<file path="config.mk">
export PLATFORM = sky130hd
export DESIGN_NAME = tag_tree_arbiter_flat
export DESIGN_NICKNAME = d
export VERILOG_FILES = /design/src/rtl/tag_tree_arbiter_pkg.sv /design/src/rtl/tag_tree_arbiter_if.sv /design/src/rtl/tag_tree_arbiter_node.sv /design/src/rtl/tag_tree_arbiter.sv /design/src/flat_wrapper.sv
export SDC_FILE = /design/constraint.sdc
export NUM_CORES = 1
export LEC_CHECK = 0
export CORE_UTILIZATION = 25
export DETAILED_ROUTE_END_ITERATION = 10
export SLEW_MARGIN = 10
export SYNTH_ARGS = -nofsm -noshare
export SYNTH_HDL_FRONTEND = slang
export SYNTH_HIERARCHICAL = 1
export SYNTH_SLANG_ARGS = --single-unit
</file>
<file path="constraint.sdc">
create_clock -name clk -period 1.8 [get_ports clk]
set_clock_uncertainty 0.15 [all_clocks]
set_input_delay 0.27 -clock clk [delete_from_list [all_inputs] [get_ports clk]]
set_output_delay 0.27 -clock clk [all_outputs]
set_load 0.02 [all_outputs]
</file>
<file path="src/rtl/tag_tree_arbiter_pkg.sv">
// Shared definitions for the tag arbitration tree.
// Provides the "no tag" value, a constant-foldable ceil(log2) and the
// rule deciding which tree levels carry a pipeline register.
package tag_tree_arbiter_pkg;

    // Tag value presented when nothing is pending.
    localparam int TAG_NONE = 0;

    // Smallest r with 2**r >= n. Used at elaboration time only.
    function automatic int clog2(input int n);
        int r = 0;
        while ((1 << r) < n) r++;
        return r;
    endfunction

    // Level 0 is the leaf-adjacent level; k == 0 keeps every level combinational.
    function automatic bit reg_at(input int level, input int k);
        return (k > 0) && (((level + 1) % k) == 0);
    endfunction

endpackage

</file>
<file path="src/rtl/tag_tree_arbiter_if.sv">
// Leaf-request / consumer-handshake bundle of the tag arbitration tree.
// master: the arbiter (drives leaf_ack, tag, rdy); slave: leaves + consumer.
// leaf_rdy is level-held until acked; a transfer happens on rdy && ack.
interface tag_tree_arbiter_if #(
    parameter int N_LEAVES = 4,
    parameter int TAG_SZ   = 5
);
    logic [N_LEAVES-1:0] leaf_rdy;
    logic [N_LEAVES-1:0] leaf_ack;
    logic [TAG_SZ-1:0]   tag;
    logic                rdy;
    logic                ack;

    modport master (input leaf_rdy, input ack, output leaf_ack, output tag, output rdy);
    modport slave  (output leaf_rdy, output ack, input leaf_ack, input tag, input rdy);
endinterface

</file>
<file path="src/rtl/tag_tree_arbiter_node.sv">
// Two-input tag tree node: picks one ready child and forwards its tag upward.
// Latency: 0 cycles when combinational, 1 cycle when REGISTERED (one-entry buffer).
// Backpressure: ack flows down to the selected child only; a registered node
// refills in the same cycle its entry is taken (no bubble).
// Ports: clk/rst (sync active-low), l_*/r_* child side, p_* parent side.
module tag_tree_node
    import tag_tree_arbiter_pkg::*;
#(
    parameter int TAG_SZ     = 5,
    parameter bit REGISTERED = 1'b0,
    parameter bit RR         = 1'b1
) (
    input  logic              clk,
    input  logic              rst,
    input  logic              l_rdy,
    input  logic [TAG_SZ-1:0] l_tag,
    input  logic              r_rdy,
    input  logic [TAG_SZ-1:0] r_tag,
    output logic              l_ack,
    output logic              r_ack,
    output logic              p_rdy,
    output logic [TAG_SZ-1:0] p_tag,
    input  logic              p_ack
);
    logic              ptr_q, ptr_d;    // 1 = prefer right on the next tie
    logic              sel_r;
    logic              take;            // a child token is consumed this cycle
    logic [TAG_SZ-1:0] sel_tag;

    always_comb begin
        sel_r   = r_rdy && (!l_rdy || (RR && ptr_q));
        sel_tag = sel_r ? r_tag : (l_rdy ? l_tag : TAG_SZ'(TAG_NONE));
        l_ack   = take && !sel_r;
        r_ack   = take && sel_r;
        // After a grant, the next tie goes to the side that was not granted.
        ptr_d   = take ? !sel_r : ptr_q;
    end

    always_ff @(posedge clk) begin
        if (!rst) ptr_q <= 1'b0;
        else      ptr_q <= ptr_d;
    end

    if (REGISTERED) begin : g_reg
        logic              valid_q, valid_d;
        logic [TAG_SZ-1:0] tag_q, tag_d;

        // Loads are held off during reset so no leaf is acked into a buffer
        // that is about to be cleared.
        assign take = rst && (!valid_q || p_ack) && (l_rdy || r_rdy);

        always_comb begin
            valid_d = valid_q;
            tag_d   = tag_q;
            if (take) begin
                valid_d = 1'b1;
                tag_d   = sel_tag;
            end else if (p_ack) begin
                valid_d = 1'b0;
                tag_d   = TAG_SZ'(TAG_NONE);
            end
        end

        always_ff @(posedge clk) begin
            if (!rst) begin
                valid_q <= 1'b0;
                tag_q   <= TAG_SZ'(TAG_NONE);
            end else begin
                valid_q <= valid_d;
                tag_q   <= tag_d;
            end
        end

        assign p_rdy = valid_q;
        assign p_tag = tag_q;
    end else begin : g_comb
        assign take  = p_ack && (l_rdy || r_rdy);
        assign p_rdy = l_rdy || r_rdy;
        assign p_tag = sel_tag;
    end

endmodule

</file>
<file path="src/rtl/tag_tree_arbiter.sv">
// N-leaf tag arbitration tree: presents one pending leaf tag (index+1) to a consumer.
// Latency: leaf_rdy to rdy equals the number of registered levels (0 = combinational).
// Backpressure: consumer ack ripples down to exactly the granted path; one transfer/cycle.
// Ports: clk, rst (sync active-low), bus (leaf_rdy/leaf_ack, tag/rdy/ack).
module tag_tree_arbiter
    import tag_tree_arbiter_pkg::*;
#(
    parameter int N_LEAVES  = 4,
    parameter int TAG_SZ    = 5,
    parameter int REG_EVERY = 0,
    parameter bit RR        = 1'b1
) (
    input  logic                clk,
    input  logic                rst,
    tag_tree_arbiter_if.master  bus
);
    localparam int D = clog2(N_LEAVES);
    localparam int P = 1 << D;

    if (N_LEAVES < 2 || TAG_SZ < clog2(N_LEAVES + 1)) begin : g_param_err
        $error("tag_tree_arbiter: N_LEAVES must be >= 2 and TAG_SZ must hold N_LEAVES");
    end

    // g_lvl[0] holds the (padded) leaves, g_lvl[D] the root output.
    // Each level's ack vector is produced by the node row above it.
    for (genvar l = 0; l <= D; l++) begin : g_lvl
        localparam int W = P >> l;
        logic [W-1:0]             rdy;
        logic [W-1:0]             ack;
        logic [W-1:0][TAG_SZ-1:0] tag;

        if (l == 0) begin : g_leaf
            for (genvar i = 0; i < W; i++) begin : g_pin
                if (i < N_LEAVES) begin : g_real
                    assign rdy[i] = bus.leaf_rdy[i];
                    assign tag[i] = TAG_SZ'(i + 1);
                end else begin : g_pad
                    // Padding never requests, so its ack can never rise.
                    logic pad_ack_unused;
                    assign rdy[i]         = 1'b0;
                    assign tag[i]         = TAG_SZ'(TAG_NONE);
                    assign pad_ack_unused = ack[i];
                end
            end
        end else begin : g_node
            logic [2*W-1:0] child_ack;
            for (genvar j = 0; j < W; j++) begin : g_n
                tag_tree_node #(
                    .TAG_SZ     (TAG_SZ),
                    .REGISTERED (reg_at(l - 1, REG_EVERY)),
                    .RR         (RR)
                ) u_node (
                    .clk   (clk),
                    .rst   (rst),
                    .l_rdy (g_lvl[l-1].rdy[2*j]),
                    .l_tag (g_lvl[l-1].tag[2*j]),
                    .r_rdy (g_lvl[l-1].rdy[2*j+1]),
                    .r_tag (g_lvl[l-1].tag[2*j+1]),
                    .l_ack (child_ack[2*j]),
                    .r_ack (child_ack[2*j+1]),
                    .p_rdy (rdy[j]),
                    .p_tag (tag[j]),
                    .p_ack (ack[j])
                );
            end
        end

        if (l == D) begin : g_root_ack
            assign ack[0] = rst && bus.ack;
        end else begin : g_down_ack
            assign ack = g_lvl[l+1].g_node.child_ack;
        end
    end

    assign bus.rdy      = rst && g_lvl[D].rdy[0];
    assign bus.tag      = rst ? g_lvl[D].tag[0] : TAG_SZ'(TAG_NONE);
    assign bus.leaf_ack = rst ? g_lvl[0].ack[N_LEAVES-1:0] : '0;

endmodule
</file>
<file path="src/flat_wrapper.sv">
// flat-port wrapper written by rule: the top's interface ports become plain ports
module tag_tree_arbiter_flat import tag_tree_arbiter_pkg::*;
#(
    parameter int N_LEAVES  = 4,
    parameter int TAG_SZ    = 5,
    parameter int REG_EVERY = 0,
    parameter bit RR        = 1'b1
)
  (clk, rst, bus_leaf_rdy, bus_ack, bus_leaf_ack, bus_tag, bus_rdy);
  tag_tree_arbiter_if #(.N_LEAVES(N_LEAVES), .TAG_SZ(TAG_SZ)) bus_i ();
  input  logic clk;
  input  logic rst;
  input wire logic [$bits(bus_i.leaf_rdy)-1:0] bus_leaf_rdy;
  input wire logic [$bits(bus_i.ack)-1:0] bus_ack;
  output wire logic [$bits(bus_i.leaf_ack)-1:0] bus_leaf_ack;
  output wire logic [$bits(bus_i.tag)-1:0] bus_tag;
  output wire logic [$bits(bus_i.rdy)-1:0] bus_rdy;
  assign bus_i.leaf_rdy = bus_leaf_rdy;
  assign bus_i.ack = bus_ack;
  assign bus_leaf_ack = bus_i.leaf_ack;
  assign bus_tag = bus_i.tag;
  assign bus_rdy = bus_i.rdy;
  tag_tree_arbiter #(.N_LEAVES(N_LEAVES), .TAG_SZ(TAG_SZ), .REG_EVERY(REG_EVERY), .RR(RR)) u_core (.clk(clk), .rst(rst), .bus(bus_i));
endmodule
</file>
==> results of run 1 <==
-- per-layer routing --
| layer | track usage (%) | vias to the layer above | routed length [um] |
|---|---|---|---|
| met5 | 0 | - | 0 |
| met4 | 7.35 | 0 | 0 |
| met3 | 2.20 | 0 | 40 |
| met2 | 23.0 | 10 | 754 |
| met1 | 18.4 | 271 | 714 |
| li1 | - | 322 | - |
-- timing repair --
action / CTS / global route
pin swaps: 11 / 2
gates resized for setup: 85 / 4
setup endpoints to repair: 8 / 6
setup buffers: 3 / 1
-- area by class of cell --
class                   instances  area, um^2  area share (%)
flip-flops and latches          3        68.8            6.67
repair buffers                 37         342            33.1
well taps                      27        33.8            3.27
clock buffers                   4        26.3            2.55
inverters                       3        11.3            1.09
multi-input cells              67         551            53.3
-- cell families after synthesis --
| group | count (synthesis) | share of synthesized area [%] |
|---|---|---|
| buf+inv | 7 | 6.98 |
| simple gates | 23 | 30.9 |
| other cells | 2 | 1.40 |
| compound gates | 24 | 49.5 |
| flops | 3 | 11.2 |
-- stage by stage --
stage          setup WS [ns]  TNS (ns)  instance area (um^2)  util, %  hold slack (ns)
6_report              -0.114    -0.236                  1030     51.6            0.218
5_1_grt               -0.154    -0.356                  1030     51.6            0.232
4_1_cts               -0.137    -0.273                  1020     51.0            0.197
3_5_place_dp          -0.835     -6.41                   915     45.7            0.420
3_3_place_gp          -0.813     -6.24                   915     45.7            0.395
2_1_floorplan      0.0000264         0                   624        -            0.238
-- synthesized netlist by cell type --
master	number	share of area, %
inv_1	3	2.1
or2_1	3	3.5
buf_2	3	2.8
and3_1	3	3.5
a32o_2	15	31
a311oi_1	3	4.9
dfxtp_1	3	11
buf_6	1	2.1
nand2b_4	3	7.7
and2_1	14	16
a21boi_4	3	10
a21oi_1	3	2.8
conb_1	2	1.4
-- worst min path at each step --
stage | startpoint | endpoint | slack [ns] | depth (start not counted)
2_1_floorplan | rst | u_core/g_lvl[1].g_node.g_n[0].u_node/ptr_q | 0.24 | 2
3_3_place_gp | u_core/g_lvl[1].g_node.g_n[1].u_node/ptr_q | u_core/g_lvl[1].g_node.g_n[1].u_node/ptr_q | 0.39 | 1
3_5_place_dp | u_core/g_lvl[1].g_node.g_n[0].u_node/ptr_q | u_core/g_lvl[1].g_node.g_n[0].u_node/ptr_q | 0.42 | 1
4_1_cts | bus_leaf_rdy[3] | u_core/g_lvl[1].g_node.g_n[1].u_node/ptr_q | 0.20 | 3
5_1_grt | bus_leaf_rdy[3] | u_core/g_lvl[1].g_node.g_n[1].u_node/ptr_q | 0.23 | 3
6_report | bus_leaf_rdy[3] | u_core/g_lvl[1].g_node.g_n[1].u_node/ptr_q | 0.22 | 3
-- power groups by stage --
stage                     clock network, mW  registers, mW  logic (mW)
after floorplan                           0         0.0751       0.118
after global placement                    0         0.0758       0.193
after detailed placement                  0         0.0759       0.195
after CTS                             0.130         0.0734       0.216
after global routing                  0.131         0.0740       0.239
final                                 0.120         0.0736       0.221
-- worst max-delay path, stage by stage, from the launching register on --
cell and delay (ns):
dfxtp_4 0.35, nand2b_4 0.14, a32o_2 0.26, a32o_2 0.23, and2_4 0.15, buf_6 0.12
==> flow_summary_export.csv, run 1 <==
group,metric,value,unit
clock_network,clkTransAtPathRegs,0.04,ns
hold_path,hp-class,"input pin to flop",
floorplanning,dieArea,2340,um^2
timing,hold_violations,0,
run_status,outcome,"finished, violations left",
placed_design,portBuffers,14,
route,wirelength,1510,um
route,firstDrtPassIters,4,
clock_network,cts_hold_buf,0,
setup_path,crit_arrival,1.49,ns
synth,synth_cell_types,13,
global_route,antenna_found_initial,0,
clock_network,clkSinkCount,3,
synth,synth_area,538,um^2
setup_path,start_kind,"flop",
synth,ys_seq_area_share,11.2,%
pwr,seqPwrFrac,17.7,%
timing,max_freq,522,MHz
timing,rsz0062_at_grt,"true",
timing,maxSlewViolCount,0,
setup_path,reg2regPathDepth,5,
synth,yosysWarnings,6,
setup_path,reg2reg_slack,0.42,ns
finish,final_common_cell,"conb_1",
route,ant_nets,0,
clock_network,clockRootBuffer,"clkbuf_4",
timing,min_period,1.91,ns
run_status,violations,"negative setup slack",
finish,layout.cells.non_filler,141,
route,drcViolationCount,0,
route,post_drt_wl_per_cell,10.7,um
global_route,grt_pass1_vias,605,
setup_path,endpoint,"bus_tag[2]",
route,drt_iter0_markers,5,
timing,timing.final.ws_setup,-0.114,ns
floorplanning,core-area,2000,um^2
finish,max_flop_register,"u_core/g_lvl.g_node.g_n.u_node/ptr_q",
floorplanning,die_x,48.4,um
timing,fin_crit_sh,106,%
pwr,p_sw,0.131,mW
pwr,power.density,402,nW/um^2
setup_path,r2r-end,"u_core/g_lvl[1].g_node.g_n[1].u_node/ptr_q",
finish,final_cell_mix,"20 x conb_1, 16 x buf_4, 15 x buf_6, 15 x a32o_2, 9 x and2_4",
global_route,grt_max_degree,14,
clock_network,cts_buffers,3,
finish,top_regs,"u_core/g_lvl.g_node.g_n.u_node/ptr_q: 3 flops",
global_route,gr-total-overflow,0,
pwr,leakagePower,0.554,nW
setup_path,setup.worst_path.end_class,"output pin",
placed_design,dp.cells,133,
finish,area_growth,91.9,%
finish,drive_above_1_share,66.7,%
finish,fill_cells,195,
setup_path,cp_max_fo,3,
clock_network,cts_tree,"done",
pwr,power.total,0.415,mW
clock_network,clockBufferDepth,2,
pwr,comb_power_share,53.2,%
placed_design,routabilityCongestion,0.758,
floorplanning,rows,16,
synth,syn_area_per_cell,9.12,um^2
setup_path,critPathRequiredTime,1.38,ns
flow_run,max_cap_viol_count,0,
route,num_vias,603,
clock_network,cts.htree.levels,1,
finish,largest_reg_flops,3,
placed_design,place_hpwl,1130,um
finish,num-nets-final,122,
floorplanning,die_height,48.4,um
setup_path,r2r-start,"u_core/g_lvl[2].g_node.g_n[0].u_node/ptr_q",
pwr,peakVddDrop,0.263,mV
pwr,power.internal,0.284,mW
pwr,p_clk_share,29.1,%
route,via_per_inst,4.28,
synth,syn-instance-count,59,
clock_network,clock_latency,0.23,ns
timing,finalSetupViolations,4,
floorplanning,start_util,26.9,%
global_route,grt_pass1_wl,2610,um
setup_path,critical_path_class,"flop to output pin",
finish,antenna_cells,0,
synth,ys_seq_elements,3,
pwr,sw_frac_of_total,31.6,%
floorplanning,ios,17,
global_route,grtUsageTotal,14.3,%
setup_path,critPathLaunch,"u_core/g_lvl[1].g_node.g_n[1].u_node/ptr_q",
Power figures use the tool's default switching activity.
==> run 2, diff against run 1 <==
PLACE_DENSITY = 0.51   (was unset)
==> flow_summary_export.csv, run 2 (synthesis gave the netlist of run 1 again) <==
group,metric,value,unit
flow_run,max_cap_viol_count,0,
clock_network,cts_tree,"done",
pwr,sw_frac_of_total,31.6,%
finish,drive_above_1_share,64.9,%
route,drt_iter0_markers,1,
pwr,p_sw,0.129,mW
global_route,antenna_found_initial,0,
timing,hold_violations,0,
placed_design,place_hpwl,1170,um
hold_path,hp-class,"input pin to flop",
setup_path,crit_arrival,1.49,ns
pwr,seqPwrFrac,18.1,%
finish,final_cell_mix,"20 x conb_1, 18 x buf_4, 15 x a32o_2",
floorplanning,start_util,26.9,%
route,wirelength,1400,um
route,via_per_inst,4.20,
setup_path,cpMostUsedCell,"a32o_2",
finish,antenna_cells,0,
clock_network,cts_buffers,3,
global_route,grt_pass1_wl,2630,um
route,ant_nets,0,
finish,area_growth,84.0,%
pwr,peakVddDrop,0.290,mV
floorplanning,die_height,48.4,um
setup_path,critical_path_class,"flop to output pin",
global_route,gr-total-overflow,0,
pwr,comb_power_share,52.4,%
pwr,power.total,0.407,mW
finish,top_regs,"u_core/g_lvl.g_node.g_n.u_node/ptr_q: 3 flops",
timing,min_period,1.91,ns
placed_design,portBuffers,14,
timing,maxSlewViolCount,0,
floorplanning,core-area,2000,um^2
global_route,grtUsageTotal,13.9,%
timing,tns,-0.183,ns
floorplanning,ios,17,
timing,fin_crit_sh,106,%
clock_network,clock_latency,0.23,ns
pwr,leakagePower,0.544,nW
pwr,p_clk_share,29.5,%
finish,largest_reg_flops,3,
global_route,grt_max_degree,14,
pwr,power.density,411,nW/um^2
timing,rsz0062_at_grt,"true",
clock_network,clockRootBuffer,"clkbuf_4",
clock_network,cts_hold_buf,0,
setup_path,cp_max_fo,3,
floorplanning,rows,16,
finish,max_flop_register,"u_core/g_lvl.g_node.g_n.u_node/ptr_q",
timing,timing.final.ws_setup,-0.106,ns
timing,max_freq,525,MHz
pwr,power.internal,0.278,mW
setup_path,cpLargestDelayFamily,"compound AO/OA/AOI/OAI gates",
route,drcViolationCount,0,
placed_design,routabilityCongestion,0.699,
setup_path,critPathMaxStageDelay,0.35,ns
timing,finalSetupViolations,3,
setup_path,crit_path_top_delay_cell,"dfxtp_4",
route,num_vias,592,
setup_path,critPathRequiredTime,1.38,ns
clock_network,clkTransAtPathRegs,0.04,ns
route,firstDrtPassIters,2,
floorplanning,dieArea,2340,um^2
run_status,outcome,"finished, violations left",
finish,num-nets-final,122,
floorplanning,die_x,48.4,um
setup_path,crit_chain,"nand2b_4 -> a32o_2 -> a32o_2 -> and2_4 -> buf_6",
setup_path,start_kind,"flop",
clock_network,clockBufferDepth,2,
run_status,violations,"negative setup slack",
route,post_drt_wl_per_cell,9.91,um
finish,final_common_cell,"conb_1",
clock_network,cts.htree.levels,1,
global_route,grt_pass1_vias,624,
clock_network,clkSinkCount,3,
setup_path,setup.worst_path.end_class,"output pin",
setup_path,cp_num_buf_inv,1,
[run 2: worst min-delay path, delay by kind of cell]
kind,cells,cell delay (ns)
compound gates,1,0.10
buf+inv,2,0.25
[run 2: through the flow]
step           instances  utilization [%]  setup slack [ns]  area [um^2]  hold slack [ns]
5_1_grt              141             49.4            -0.146          990            0.310
3_3_place_gp         136             46.2            -0.791          925            0.425
4_1_cts              141             48.3            -0.121          967            0.268
6_report             141             49.4            -0.106          990            0.273
3_5_place_dp         136             46.2            -0.805          925            0.422
2_1_floorplan         77                -         0.0000264          624            0.238
[run 2: final timing paths]
path,from,end,slack [ns],cells after the start
max,u_core/g_lvl[1].g_node.g_n[1].u_node/ptr_q,bus_tag[2],-0.11,5
min,bus_leaf_rdy[1],u_core/g_lvl[1].g_node.g_n[0].u_node/ptr_q,0.27,3
max reg2reg,u_core/g_lvl[2].g_node.g_n[0].u_node/ptr_q,u_core/g_lvl[1].g_node.g_n[0].u_node/ptr_q,0.43,6
min reg2reg,u_core/g_lvl[2].g_node.g_n[0].u_node/ptr_q,u_core/g_lvl[2].g_node.g_n[0].u_node/ptr_q,0.33,1
[run 2: what timing repair did]
| item | in CTS | in global routing |
|---|---|---|
| setup buffers | 1 | 0 |
| resized for setup | 76 | 5 |
| pin swaps | 10 | 6 |
| endpoints found under the setup margin | 8 | 7 |
[run 2: layer usage]
metal / part of all wire, % / vias up / GRT usage [%] / wire (um)
li1: - / 323 / - / -
met5: 0 / - / 0 / 0
met3: 4.0 / 0 / 3.14 / 56
met1: 45 / 257 / 17.1 / 625
met2: 51 / 12 / 25.8 / 715
met4: 0 / 0 / 0 / 0
[run 2: area by class of cell]
type | instances | area, um^2
fillers | 211 | 1010
multi-input cells | 67 | 543
repair buffers | 37 | 307
flip-flops and latches | 3 | 68.8
well taps | 27 | 33.8
clock buffers | 4 | 26.3
inverters | 3 | 11.3
[run 2: power by group through the flow]
stage                     clock network [mW]  logic (mW)  registers, mW
after floorplan                            0       0.118         0.0751
after global placement                     0       0.196         0.0759
after detailed placement                   0       0.197         0.0757
after CTS                              0.124       0.208         0.0744
after global routing                   0.135       0.234         0.0745
final                                  0.120       0.213         0.0737
==> run 3, diff against run 2 <==
CTS_CLUSTER_DIAMETER = 100   (was unset)
PLACE_DENSITY = 0.49   (was 0.51)
clock period = 1.85 ns   (was 1.8 ns; I/O delays follow)
==> flow_summary_export.csv, run 3 (synthesis gave the netlist of run 1 again) <==
group,metric,value,unit
run_status,outcome,"finished, violations left",
run_status,violations,"negative setup slack",
route,post_drt_wl_per_cell,10.0,um
global_route,antenna_found_initial,0,
timing,max_freq,525,MHz
finish,final_area,971,um^2
floorplanning,start_util,26.9,%
setup_path,cpMostUsedCell,"a32o_2",
clock_network,clkSinkCount,3,
floorplanning,rows,16,
pwr,leakagePower,0.529,nW
finish,largest_reg_flops,3,
finish,fill_cells,219,
placed_design,portBuffers,14,
setup_path,critPathMaxStageDelay,0.35,ns
finish,fin_util,48.5,%
setup_path,start_kind,"flop",
floorplanning,core-area,2000,um^2
clock_network,cts.htree.levels,1,
finish,top_regs,"u_core/g_lvl.g_node.g_n.u_node/ptr_q: 3 flops",
flow_run,max_cap_viol_count,0,
clock_network,cts_tree,"done",
pwr,power.total,0.385,mW
route,firstDrtPassIters,4,
route,num_vias,606,
floorplanning,dieArea,2340,um^2
clock_network,clock_latency,0.23,ns
timing,fin_crit_sh,103,%
placed_design,post-place-ws,-0.760,ns
setup_path,crit_arrival,1.48,ns
finish,final_common_cell,"conb_1",
global_route,grt_max_degree,14,
setup_path,cpLargestDelayFamily,"compound AO/OA/AOI/OAI gates",
timing,tns,-0.128,ns
timing,finalSetupViolations,3,
setup_path,critPathRequiredTime,1.42,ns
setup_path,cp_max_fo,3,
clock_network,clkTransAtPathRegs,0.03,ns
clock_network,cts_hold_buf,0,
clock_network,clockBufferDepth,2,
placed_design,place_hpwl,1130,um
setup_path,crit_path_top_delay_cell,"dfxtp_4",
floorplanning,die_x,48.4,um
timing,rsz0062_at_grt,"true",
finish,antenna_cells,0,
timing,timing.hold.ws,0.250,ns
route,ant_nets,0,
setup_path,reg2reg_slack,0.55,ns
route,via_per_inst,4.36,
floorplanning,die_height,48.4,um
finish,max_flop_register,"u_core/g_lvl.g_node.g_n.u_node/ptr_q",
global_route,grt_pass1_wl,2470,um
setup_path,setup.worst_path.end_class,"output pin",
finish,num-nets-final,120,
clock_network,cts_buffers,3,
timing,min_period,1.91,ns
timing,timing.final.ws_setup,-0.0554,ns
route,drcViolationCount,0,
route,wirelength,1390,um
finish,area_growth,80.5,%
finish,layout.cells.non_filler,139,
placed_design,dpl-instance-area,910,um^2
placed_design,dp.cells,134,
floorplanning,ios,17,
timing,maxSlewViolCount,0,
setup_path,cp_num_buf_inv,1,
global_route,grt_pass1_vias,583,
placed_design,routabilityCongestion,0.682,
pwr,peakVddDrop,0.403,mV
route,drt_iter0_markers,3,
clock_network,clockRootBuffer,"clkbuf_4",
finish,final_cell_mix,"20 x conb_1, 18 x buf_4, 15 x a32o_2",
global_route,grtUsageTotal,13.5,%
finish,drive_above_1_share,65.2,%
timing,hold_violations,0,
global_route,gr-total-overflow,0,
hold_path,hp-class,"input pin to flop",
setup_path,critical_path_class,"flop to output pin",
setup_path,crit_chain,"nand2b_4 -> a32o_2 -> a32o_2 -> and2_4 -> buf_6",
pwr,power.density,396,nW/um^2
==> run 3: cell count changes in the layout (fill, tap and decap cells not counted), sizes merged <==
| cell | before | now |
|---|---|---|
| buf | 35 | 33 |
==> run 3: worst paths after layout <==
check,cells after the start,endpoint,from
setup / recovery,5,bus_tag[2],u_core/g_lvl[1].g_node.g_n[1].u_node/ptr_q
hold / removal,3,u_core/g_lvl[1].g_node.g_n[1].u_node/ptr_q,bus_leaf_rdy[3]
setup reg to reg,5,u_core/g_lvl[1].g_node.g_n[0].u_node/ptr_q,u_core/g_lvl[2].g_node.g_n[0].u_node/ptr_q
hold reg to reg,1,u_core/g_lvl[2].g_node.g_n[0].u_node/ptr_q,u_core/g_lvl[2].g_node.g_n[0].u_node/ptr_q
==> run 3: final cells by class <==
| type | instances | area (um^2) | area share [%] |
|---|---|---|---|
| Tap cell | 27 | 33.8 | 3.48 |
| Sequential cell | 3 | 68.8 | 7.09 |
| Timing Repair Buffer | 35 | 284 | 29.3 |
| Clock buffer | 4 | 26.3 | 2.71 |
| Multi-Input combinational cell | 67 | 547 | 56.3 |
| Inverter | 3 | 11.3 | 1.16 |
==> run 3: report_power, final <==
group / internal [mW] / switching (mW)
clock: 0.0808 / 0.0340
combinational: 0.115 / 0.0837
sequential: 0.0668 / 0.00376
==> run 3: layer usage <==
metal  part of all wire [%]  GRT usage (%)  routed length [um]  vias up
li1                       -              -                   -      320
met1                     42           14.8                 583      273
met5                      0              0                   0        -
met3                    4.2           5.66                  59        0
met4                      0           1.47                   0        0
met2                     54           24.9                 750       13
==> run 3: worst min-delay path, delay by kind of cell <==
family          cells  cell delay [ns]
compound gates      1             0.08
buf+inv             2             0.23
==> run 3: repair_timing <==
action	in CTS	in global routing
gates resized for setup	77	3
setup endpoints to repair	8	4
buffers inserted	0	1
pin swaps	10	5
cloned	0	0
